$ cat config.mk
export PLATFORM = sky130hd
export DESIGN_NAME = bpu_ras_ckpt
export DESIGN_NICKNAME = d
export VERILOG_FILES = /design/src/rtl/bpu_ras_ckpt.sv
export SDC_FILE = /design/constraint.sdc
export NUM_CORES = 1
export LEC_CHECK = 0
export CORE_MARGIN = 2
export CORE_UTILIZATION = 60
export CTS_BUF_LIST = sky130_fd_sc_hd__clkbuf_16
export CTS_CLUSTER_SIZE = 16
export DETAILED_ROUTE_END_ITERATION = 10
export PLACE_DENSITY = 0.86
export SYNTH_ARGS = -nofsm -noshare
export SYNTH_HDL_FRONTEND = slang
export SYNTH_SLANG_ARGS = --single-unit
$ cat constraint.sdc
create_clock -name clk -period 8 [get_ports clk]
set_input_delay 0.8 -clock clk [delete_from_list [all_inputs] [get_ports clk]]
set_output_delay 0.8 -clock clk [all_outputs]
set_load 0.02 [all_outputs]
$ cat src/rtl/bpu_ras_ckpt.sv
// Return address stack for the branch prediction unit with checkpoint/restore.
// A circular stack of DEPTH entries (valid bit + return address). Calls push,
// returns pop, and the verify stage can roll the stack back to a checkpoint.
// Optional feature macro: RAS_REPEAT_COUNTER_EN (per-entry 4-bit repeat counter).
// Ports:
//   clk, reset                    clock, synchronous active-high reset
//   push_valid, push_addr         predicted call and its return address
//   pop_valid                     predicted return
//   restore_valid, restore_ptr,
//   restore_count, restore_top    mispredict recovery: reload checkpoint
//   top_valid, top_addr           predicted return target
//   ckpt_ptr, ckpt_count, ckpt_top  current state, carried down the pipe
//   full, empty                   occupancy flags
//   pop_underflow                 one-cycle pulse after a pop while empty
//   ckpt_rc, restore_rc           repeat counter checkpoint (feature only)
module bpu_ras_ckpt #(
  parameter int unsigned DEPTH  = 8,
  parameter int unsigned ADDR_W = 32,
  localparam int unsigned PTR_W = $clog2(DEPTH),
  localparam int unsigned CNT_W = $clog2(DEPTH) + 1
) (
  input  logic              clk,
  input  logic              reset,
  input  logic              push_valid,
  input  logic [ADDR_W-1:0] push_addr,
  input  logic              pop_valid,
  input  logic              restore_valid,
  input  logic [PTR_W-1:0]  restore_ptr,
  input  logic [CNT_W-1:0]  restore_count,
  input  logic [ADDR_W-1:0] restore_top,
`ifdef RAS_REPEAT_COUNTER_EN
  input  logic [3:0]        restore_rc,
  output logic [3:0]        ckpt_rc,
`endif
  output logic              top_valid,
  output logic [ADDR_W-1:0] top_addr,
  output logic [PTR_W-1:0]  ckpt_ptr,
  output logic [CNT_W-1:0]  ckpt_count,
  output logic [ADDR_W-1:0] ckpt_top,
  output logic              full,
  output logic              empty,
  output logic              pop_underflow
);

  localparam logic [CNT_W-1:0] FULL_CNT = CNT_W'(DEPTH);

  logic [PTR_W-1:0]  sp_q, sp_d, sp_inc, sp_dec;
  logic [CNT_W-1:0]  cnt_q, cnt_d;
  logic              uf_q, uf_d;
  logic [DEPTH-1:0]  vld_q;
  logic [ADDR_W-1:0] data_q [DEPTH];

  logic              wr_en, clr_en;
  logic [PTR_W-1:0]  wr_idx;
  logic [ADDR_W-1:0] wr_data;
  logic              top_vld;
  logic              rpt_push, rpt_pop;

  assign sp_inc  = sp_q + PTR_W'(1);
  assign sp_dec  = sp_q - PTR_W'(1);
  assign top_vld = (cnt_q != '0) && vld_q[sp_q];

`ifdef RAS_REPEAT_COUNTER_EN
  logic [3:0] rc_q [DEPTH];

  // Repeated call to the same target only bumps the top counter
  assign rpt_push = top_vld && (push_addr == data_q[sp_q]) && (rc_q[sp_q] != 4'd15);
  assign rpt_pop  = (cnt_q != '0) && (rc_q[sp_q] != 4'd0);
  assign ckpt_rc  = rc_q[sp_q];

  // Repeat counter storage follows the same priority as the main stack
  always_ff @(posedge clk) begin
    if (reset) begin
      for (int i = 0; i < int'(DEPTH); i++) rc_q[i] <= 4'd0;
    end else if (restore_valid) begin
      rc_q[restore_ptr] <= restore_rc;
    end else if (push_valid && pop_valid) begin
      rc_q[sp_q] <= 4'd0;
    end else if (push_valid) begin
      if (rpt_push) rc_q[sp_q] <= rc_q[sp_q] + 4'd1;
      else          rc_q[sp_inc] <= 4'd0;
    end else if (pop_valid && rpt_pop) begin
      rc_q[sp_q] <= rc_q[sp_q] - 4'd1;
    end
  end
`else
  assign rpt_push = 1'b0;
  assign rpt_pop  = 1'b0;
`endif

  // Next-state: restore beats push/pop; push+pop replaces the top in place
  always_comb begin
    sp_d    = sp_q;
    cnt_d   = cnt_q;
    uf_d    = 1'b0;
    wr_en   = 1'b0;
    clr_en  = 1'b0;
    wr_idx  = sp_q;
    wr_data = push_addr;
    if (restore_valid) begin
      sp_d    = restore_ptr;
      cnt_d   = restore_count;
      wr_en   = (restore_count != '0);
      wr_idx  = restore_ptr;
      wr_data = restore_top;
    end else if (push_valid && pop_valid) begin
      wr_en = 1'b1;
      if (cnt_q == '0) cnt_d = CNT_W'(1);
    end else if (push_valid) begin
      if (!rpt_push) begin
        sp_d   = sp_inc;
        wr_en  = 1'b1;
        wr_idx = sp_inc;
        // Full push overwrites the oldest entry; occupancy saturates
        if (cnt_q != FULL_CNT) cnt_d = cnt_q + CNT_W'(1);
      end
    end else if (pop_valid) begin
      if (cnt_q == '0) begin
        uf_d = 1'b1;
      end else if (!rpt_pop) begin
        clr_en = 1'b1;
        sp_d   = sp_dec;
        cnt_d  = cnt_q - CNT_W'(1);
      end
    end
  end

  // Pointer, occupancy, valid bits and underflow flag
  always_ff @(posedge clk) begin
    if (reset) begin
      sp_q  <= '0;
      cnt_q <= '0;
      uf_q  <= 1'b0;
      vld_q <= '0;
    end else begin
      sp_q  <= sp_d;
      cnt_q <= cnt_d;
      uf_q  <= uf_d;
      if (wr_en)       vld_q[wr_idx] <= 1'b1;
      else if (clr_en) vld_q[sp_q]   <= 1'b0;
    end
  end

  // Address storage needs no reset: it is only observed through a valid bit
  always_ff @(posedge clk) begin
    if (!reset && wr_en) data_q[wr_idx] <= wr_data;
  end

  assign top_valid     = top_vld;
  assign top_addr      = top_vld ? data_q[sp_q] : '0;
  assign ckpt_ptr      = sp_q;
  assign ckpt_count    = cnt_q;
  assign ckpt_top      = top_addr;
  assign full          = (cnt_q == FULL_CNT);
  assign empty         = (cnt_q == '0);
  assign pop_underflow = uf_q;

endmodule
Word-level counts from Yosys, hierarchy flattened:

Memory sizes are Yosys's and may differ from the RTL's. A register that Yosys moved wholly into a read port is not among the register bits.
Index checks and enable logic that the tools add are counted.

* $add $sub $neg: 4
* $lt $le $gt $ge: 4
* equality and inequality tests: 7
* multiplexer cells: 38
* bitwise logic cells: 4
* reductions and logical operators: 15

Operators by type and width (number)
* two-way mux 32 bit: 2
* two-way mux 3 bit: 10
* two-way mux 4 bit: 7
* two-way mux 8 bit: 2
* two-way mux 1 bit: 14
* nonzero test 4 bit: 3
* AND 8 bit: 1
* < comparator 3 x 4 -> 1 bit (second input constant): 2
* inverter 8 bit: 1
* bitwise OR 8 bit: 1
* demux 1 bit (select 3 bit): 2
* greater-or-equal comparator 3 x 1 -> 1 bit (second input constant): 2
* inequality test 3 bit (second input constant): 2
* logical AND 1 bit: 5
* OR reduction 5 bit: 1
* adder 4 x 1 -> 4 bit (second input constant): 1
* == test 4 bit (second input constant): 1
* zero test 4 bit: 1
* inequality test 4 x 1 -> 1 bit (second input constant): 1
* inequality test 4 x 3 -> 1 bit (second input constant): 1
* inequality test 4 bit (second input constant): 1
* AND reduction 4 bit: 1
* subtractor 4 x 1 -> 4 bit (second input constant): 1
* adder 3 x 1 -> 3 bit (second input constant): 1
* 8 further kinds: 8

* flip-flop bits (word level): 16
* RAM bits: 256
* bits of input ports: 76
* output and inout bits: 75
* word-level logic and storage cells: 77
* memories: 1

Memory list
* data_q: words 8, width 32, read ports 1, clocked after memory_dff 1, write ports 1, RTL line 51 `logic [ADDR_W-1:0] data_q [DEPTH];`

Depth between registers and ports, before layout:

Gate-level depths: netlist of the first run.

* word-level depth: 10
* mapped depth: 8
* gate-level depth less buffers: 7

Least setup slack after synthesis of the first run:

OpenSTA, ideal clock, no wires.

* kind: input to register
* from: input push_valid
* to: memory data_q[0][0] (enable)
* library setup time: 470 ps
* arrival: 4188 ps
* data required time: 7530 ps
* slack: 3341 ps
* stages: 7
* buffers on the path: 1
* path through: buf_4 -> inv_1 -> ha_1 -> a21oi_1 -> a21oi_1 -> o21ba_2 -> nor3b_1

* cells in the longest elaborated chain, start to end: 6
* elaborated cells between the ends (all ways): 10
* those cells by class: 8 x mux; 2 x reduce/logical

Ends and longest elaborated chain
* start: declaration: RTL line 24 `input logic push_valid,`
* two-way mux 1 bit / logical AND 1 bit (equally long branches): RTL line 109, 106
* two-way mux 1 bit: RTL line 106 `end else if (push_valid && pop_valid) begin`
* two-way mux 1 bit: RTL line 100 `if (restore_valid) begin`
* logical AND 1 bit: RTL line 146 `if (!reset && wr_en) data_q[wr_idx] <= wr_data;`
* two-way mux 1 bit: RTL line 146
* two-way mux 1 bit (implied by the code): RTL line 146
* end: declaration: RTL line 51

Several ways; a longest one is shown, not always the timed one.

==> results of run 1 <==
report_power, final:
part,internal (mW),leakage (nW),switching [mW],total [mW]
clock,0.645,0.430,0.502,1.15
combinational,0.207,1.62,0.213,0.420
sequential,1.63,2.48,0.0475,1.68
layer usage:
metal | track usage | up-vias | share of wire
met1 | 0.315 | 3175 | 0.39
li1 | - | 2728 | -
met3 | 0.0350 | 48 | 0.061
met5 | 0 | - | 0
met4 | 0.0619 | 0 | 0.022
met2 | 0.429 | 274 | 0.53
through the flow:
stage               setup WS (ns)  total power [mW]
finish                       3.63              3.25
CTS                          3.57              3.27
floorplan                    3.34              1.98
detailed placement           3.76              2.13
global placement             3.87              2.11
global route                 3.42              3.35
cell usage after synthesis, drive strengths merged (2+ instances only):
| master | n |
|---|---|
| a211oi | 2 |
| a21oi | 8 |
| a31o | 4 |
| and2 | 2 |
| buf | 57 |
| clkbuf | 7 |
| dfxtp | 19 |
| edfxtp | 256 |
| ha | 6 |
| inv | 10 |
| mux2 | 33 |
| mux2i | 40 |
| mux4 | 65 |
| nand2 | 17 |
| nand2b | 4 |
| nand3 | 4 |
| nand3b | 2 |
| nand4 | 2 |
| nor2 | 42 |
| nor3 | 6 |
| nor3b | 2 |
| nor4 | 3 |
| o211ai | 4 |
| o21ai | 6 |
| o311ai | 3 |
| o31ai | 5 |
| xnor2 | 2 |
| xor2 | 2 |
cell families after synthesis:
logic type | Yosys count | share of synthesized area
xor+xnor | 4 | 0.00301
mux | 138 | 0.192
compound gates | 40 | 0.0259
simple gates | 89 | 0.0381
flops | 275 | 0.693
fa+ha+maj | 7 | 0.00816
buf+inv | 75 | 0.0404
area by class of cell:
cell class	count	area share
clock buffers	27	0.0483
clock inverters	23	0.00956
inverters	11	0.00313
multi-input cells	278	0.225
flip-flops and latches	275	0.577
well taps	260	0.0232
repair buffers	163	0.114
state kept, by name (all words and copies together), names as in the netlist, named ones only:
signal and flops:
pop_underflow 1, data_q 256, ckpt_count 4, vld_q 8, ckpt_ptr 3
worst max-delay path: cells and delay by family, from the launching register on:
kind | cells | cell delay, ns
buffers and inverters | 2 | 1.38
DFF | 1 | 0.62
muxes | 2 | 0.90
and+or+nand+nor | 1 | 0.14
cell usage in the layout, fill, tap and decap left out, types with 2 or more instances in the layout:
master,instances
a21oi_1,7
a31o_2,3
buf_4,13
clkbuf_16,27
clkdlybuf4s50_1,149
clkinv_1,6
clkinv_2,9
dfxtp_1,16
dfxtp_4,2
edfxtp_1,256
ha_1,6
inv_1,14
mux2_2,32
mux2i_1,40
mux4_2,65
nand2_1,16
nand2b_1,3
nand3_1,4
nand3b_1,2
nand4_1,2
nor2_1,40
nor3_2,4
nor3b_2,2
nor4_1,2
o211ai_1,4
o21ai_0,3
o21ai_2,2
o311ai_1,2
o31ai_1,5
xnor2_1,2
xor2_1,2
worst max-delay path by stage:
stage                           from             to  cells past startpoint
final                      flip-flop   top_addr[23]                      5
after detailed placement  push_valid  data_q[2][11]                      8
after global routing       flip-flop   top_addr[23]                      5
after CTS                  flip-flop   top_addr[23]                      5
after global placement    push_valid  data_q[2][11]                      8
after floorplan           push_valid   data_q[0][0]                      7
==> summary.md, run 1 <==
| Metric | Value |
|---|---|
| RR Endpoint | `data_q[2][1]` |
| Final Instance Area | `roughly 14000 µm²` |
| R2R Setup Slk | `between 4 and 5 ns` |
| Clock sink count | `275` |
| Port Buffers | `150` |
| Pwr Density | `between 200 and 250 nW/µm²` |
| First-iteration detailed-routing DRC count | `between 500 and 600` |
| Global-route wire length before repair | `36700 µm` |
| Post-synth top flop | `edfxtp_1` |
| LEAKAGE | `about 4.5 nW` |
| Syn. warnings | `0` |
| Post-synth EDFFs | `roughly 260` |
| Placement Rows | `50` |
| Clk root buf | `clkbuf_16` |
| GRT overflow | `0` |
| Ant diodes | `0` |
| Post_cts resized | `0` |
| # IOs | `~150` |
| Syn-to-layout area delta | `20.2%` |
| Worst Skew | `roughly 0.0066 ns` |
| Setup TNS Final | `0 ns` |
| Syn avg cell area | `~19 µm²` |
| Yosys top cell by area | `edfxtp_1` |
| Netlist cell types | `61` |
| Max Clk Rate | `229 MHz` |
| Nets | `839` |
| Worst skew pair latency | `about 0.53 ns` |
| Worst path cell trace | `buf_4 -> mux4_2 -> mux2i_1 -> nor2_1 -> clkdlybuf4s50_1` |
| Vias | `about 6200` |
| Num CTS Buffers | `27` |
| Share of cells above drive strength 1 | `0.229` |
| CP max stage cell | `buf_4` |
| Sequential cell area fraction in the yosys report | `0.693` |
| Top post-synthesis cells by area | `edfxtp_1 66%, mux4_2 13%, mux2i_1 3.4%, dfxtp_1 3.3%, mux2_2 3.1%` |
| Flops & latches, synth | `around 280` |
| Crit path max fanout | `44` |
| Nature of the critical path endpoint | `output port` |
| Async set or reset register ratio after synthesis | `0` |
| Area fraction of the dominant cell type after synthesis | `0.660` |
| Reg clk slew, reported paths | `roughly 0.060 ns` |
| Slew Limit Fails | `0` |
| Multi-input combinational cell area | `roughly 3100 µm²` |
| Final wirelength | `between 20000 and 25000 µm` |
| Least-Margin Pin Slew | `1.06 ns` |
| Via density | `6.00` |
| Hold buffers post-CTS | `0` |
| Horiz. Die Dim | `approximately 140 µm` |
| H-Tree Depth | `1` |
| Total core area | `18900 µm²` |
| Core Util, Final | `0.741` |
| Post-Place Cells | `987` |
| Post-CTS Setup Inserts | `0` |
| Final hold vios | `0` |
| Cell Area, Placed | `13200 µm²` |
| CP Launch Type | `flip-flop` |
| Maximum VDD drop | `between 0.15 and 0.2 mV` |
| DR WL/cell | `23.2 µm` |
| R2r worst-path depth | `7` |
| GRT Total Usage | `0.241` |
| CTS Buffer Depth | `3` |
| Worst hold slack | `approximately 0.48 ns` |
| Worst r2r src | `ckpt_ptr[0]` |
| Die Area | `about 21000 µm²` |
| Mapped Nets | `between 700 and 800` |
| DRT antenna net count | `0` |
| First drt pass iteration count | `5` |
| Status | `complete, no violations` |
| Required time of the critical path | `~7 ns` |
| DP HPWL | `between 10000 and 15000 µm` |
| GP Congestion | `~0.84` |
| DIE HEIGHT | `about 140 µm` |
| Fin crit period | `4.37 ns` |
| Vias in the first global route | `between 6000 and 7000` |
| FF/Latch Area | `about 8100 µm²` |
| Initial core utilization | `0.617` |
| Initial antenna violation count | `0` |
| Worst hold-check path type | `flip-flop to flip-flop` |
| Final worst path period share | `0.547` |
| CP Class | `flip-flop to output port` |
| Synth Instances | `around 630` |
| Maximum capacitance violations | `0` |
| Worst slew margin | `0.292` |
| Fillers | `roughly 1100` |
| WHS Path Cells | `1` |
| Hold path startpoint | `vld_q[0]` |
| RSZ-0062 raised after global routing | `false` |
| DRC | `0` |
| CP Data Arrival Time | `roughly 3.6 ns` |
| WHS Endpoint | `vld_q[0]` |
| Final-report setup violation count | `0` |
| Fin cells | `between 1000 and 1500` |
| Slowest Stage Delay on Critical Path | `a little under 0.8 ns` |
| CTS tree | `built` |
| Pin count of the biggest net entering global routing | `between 60 and 70` |
| Synth Cell Area | `11600 µm²` |
(Power assumes the default switching activity.)
==> run 2: changes to the inputs <==
- CORE_UTILIZATION: 60 -> 50
- PLACE_DENSITY: 0.86 -> 0.76
- clock period: 8 -> 3.8 ns (I/O delays scaled with it)
==> run 2 against run 1 <==
Net effect: final cell count grew 5.5%; total power is 110% higher; worst setup slack worse by 3.4 ns; hold slack worse by 0.0078 ns; critical path type unchanged; utilization is 12 points lower; final area is 1.1% higher; clock power up 110%; critical path depth increased by 1; register-to-register slack got worse by 3.9 ns; clock-buffer cell count is the same.
==> summary.md, run 2 (synthesis results as in run 1) <==
| Metric | Value |
|---|---|
| Initial antenna violation count | `0` |
| Global-route wire length before repair | `about 36000 µm` |
| # IOs | `between 150 and 200` |
| Max Clk Rate | `281 MHz` |
| CP Data Arrival Time | `3.17 ns` |
| R2r worst-path depth | `8` |
| GRT overflow | `0` |
| Clk root buf | `clkbuf_16` |
| WHS Endpoint | `vld_q[3]` |
| Vias | `between 6000 and 7000` |
| Worst Skew | `between 0.005 and 0.006 ns` |
| Final-report setup violation count | `0` |
| Initial core utilization | `0.511` |
| GR Util met3 | `0.0252` |
| Post-CTS Setup Inserts | `0` |
| Vias in the first global route | `between 6000 and 7000` |
| Syn-to-layout area delta | `21.4%` |
| Worst hold-check path type | `flip-flop to flip-flop` |
| Nets | `roughly 850` |
| Least-Margin Pin Slew | `0.871 ns` |
| R2R Setup Slk | `about 0.73 ns` |
| Horiz. Die Dim | `approximately 160 µm` |
| DR WL/cell | `approximately 21 µm` |
| Port Buffers | `150` |
| RR Endpoint | `data_q[2][21]` |
| DRT antenna net count | `0` |
| Post-Place Cells | `approximately 1000` |
| CP Launch Type | `flip-flop` |
| Worst r2r src | `ckpt_ptr[0]` |
| Pin count of the biggest net entering global routing | `58` |
| Met2 Track Usage GR | `0.338` |
| Post_cts resized | `0` |
| First drt pass iteration count | `5` |
| Hold path startpoint | `vld_q[3]` |
| Slew Limit Fails | `0` |
| Final Instance Area | `between 10000 and 15000 µm²` |
| Clock sink count | `about 280` |
| Maximum capacitance violations | `0` |
| Max reg flops | `around 260` |
| DRC | `0` |
| Pre-CTS setup slack | `slightly below 0.7 ns` |
| Final wirelength | `roughly 23000 µm` |
| Nature of the critical path endpoint | `output port` |
| Final worst path period share | `0.935` |
| Maximum VDD drop | `about 0.29 mV` |
| Worst slew margin | `0.420` |
| DIE HEIGHT | `157 µm` |
| Most common cell after layout, fill and taps aside | `edfxtp_1` |
| Total core area | `between 20000 and 25000 µm²` |
| GP Congestion | `slightly below 0.9` |
| Fin cells | `about 1100` |
| LEAKAGE | `4.58 nW` |
| CP max stage cell | `clkdlybuf4s50_1` |
| Worst hold slack | `0.469 ns` |
| GRT Total Usage | `0.194` |
| CTS tree | `built` |
| CTS Buffer Depth | `3` |
| Placement Rows | `55` |
| Ant diodes | `0` |
| Fin crit period | `around 3.6 ns` |
| Required time of the critical path | `between 3 and 4 ns` |
| Worst skew pair latency | `0.52 ns` |
| CP Class | `flip-flop to output port` |
| Worst path cell trace | `mux2i_1 -> mux4_2 -> o21ai_2 -> nand2_4 -> nor2_1 -> clkdlybuf4s50_1` |
| Grt met1 use | `0.257` |
| RSZ-0062 raised after global routing | `false` |
| Pwr Density | `slightly below 500 nW/µm²` |
| CP Buf/Inv Count | `1` |
| Share of cells above drive strength 1 | `0.230` |
| H-Tree Depth | `1` |
| DP HPWL | `between 10000 and 15000 µm` |
| Delay-heaviest family, CP | `buffers and inverters` |
| GRT Max-Usage Layer | `met2` |
| Reg clk slew, reported paths | `roughly 0.060 ns` |
| Slowest Stage Delay on Critical Path | `roughly 0.67 ns` |
| Die Area | `24500 µm²` |
| Commonest non-fill, non-tap cells in the layout | `256 x edfxtp_1, 149 x clkdlybuf4s50_1, 65 x mux4_2, 40 x mux2i_1, 40 x nor2_1` |
| Num CTS Buffers | `26` |
| WHS Path Cells | `2` |
| Via density | `between 5 and 6` |
| Cell Area, Placed | `about 13000 µm²` |
| First-iteration detailed-routing DRC count | `591` |
| Hold buffers post-CTS | `0` |
| Final hold vios | `0` |
| Crit path max fanout | `33` |
| Top reg by flops | `data_q` |
| Status | `complete, no violations` |
| Final worst slack | `approximately 0.25 ns` |
==> run 2: worst register-to-register path, delay by kind of cell (launching register included) <==
kind / cells / cell delay (ns)
compound gates: 3 / 0.77
buf+inv: 2 / 0.58
flops: 1 / 0.64
fa+ha+maj: 1 / 0.35
simple gates: 2 / 0.38
==> run 2: area by class of cell <==
type	count	area [µm²]
fillers	1598	8630
flip-flops and latches	275	8080
multi-input cells	278	3170
repair buffers	171	1680
clock buffers	27	676
well taps	313	392
clock inverters	19	108
inverters	11	43.8
==> run 2: how the worst max path moves through the flow <==
stage                            from       endpoint  cells past startpoint
after CTS                 ckpt_ptr[0]   top_addr[26]                      6
after global placement     push_valid  data_q[2][20]                      9
after global routing      ckpt_ptr[0]   top_addr[26]                      6
after detailed placement   push_valid  data_q[2][20]                      9
after floorplan           ckpt_ptr[0]   data_q[6][0]                      7
final                     ckpt_ptr[0]    top_addr[0]                      6
==> run 2: per-stage QoR <==
stage / setup TNS, ns / power [mW] / utilization
global route: 0 / 7.03 / 0.621
floorplan: -31.25 / 4.17 / -
detailed placement: 0 / 4.50 / 0.587
global placement: 0 / 4.47 / 0.587
CTS: 0 / 6.85 / 0.621
finish: 0 / 6.79 / 0.621
==> run 2: power breakdown <==
part	switching [mW]	internal (mW)	leakage, nW
logic	0.451	0.447	1.68
registers	0.0964	3.44	2.48
clock network	1.02	1.34	0.425
total	1.57	5.23	4.58
==> run 2: metal layers <==
metal | part of all wire | up-vias
met5 | 0 | -
met4 | 0.020 | 0
met3 | 0.058 | 40
met2 | 0.52 | 243
met1 | 0.40 | 3122
li1 | - | 2735
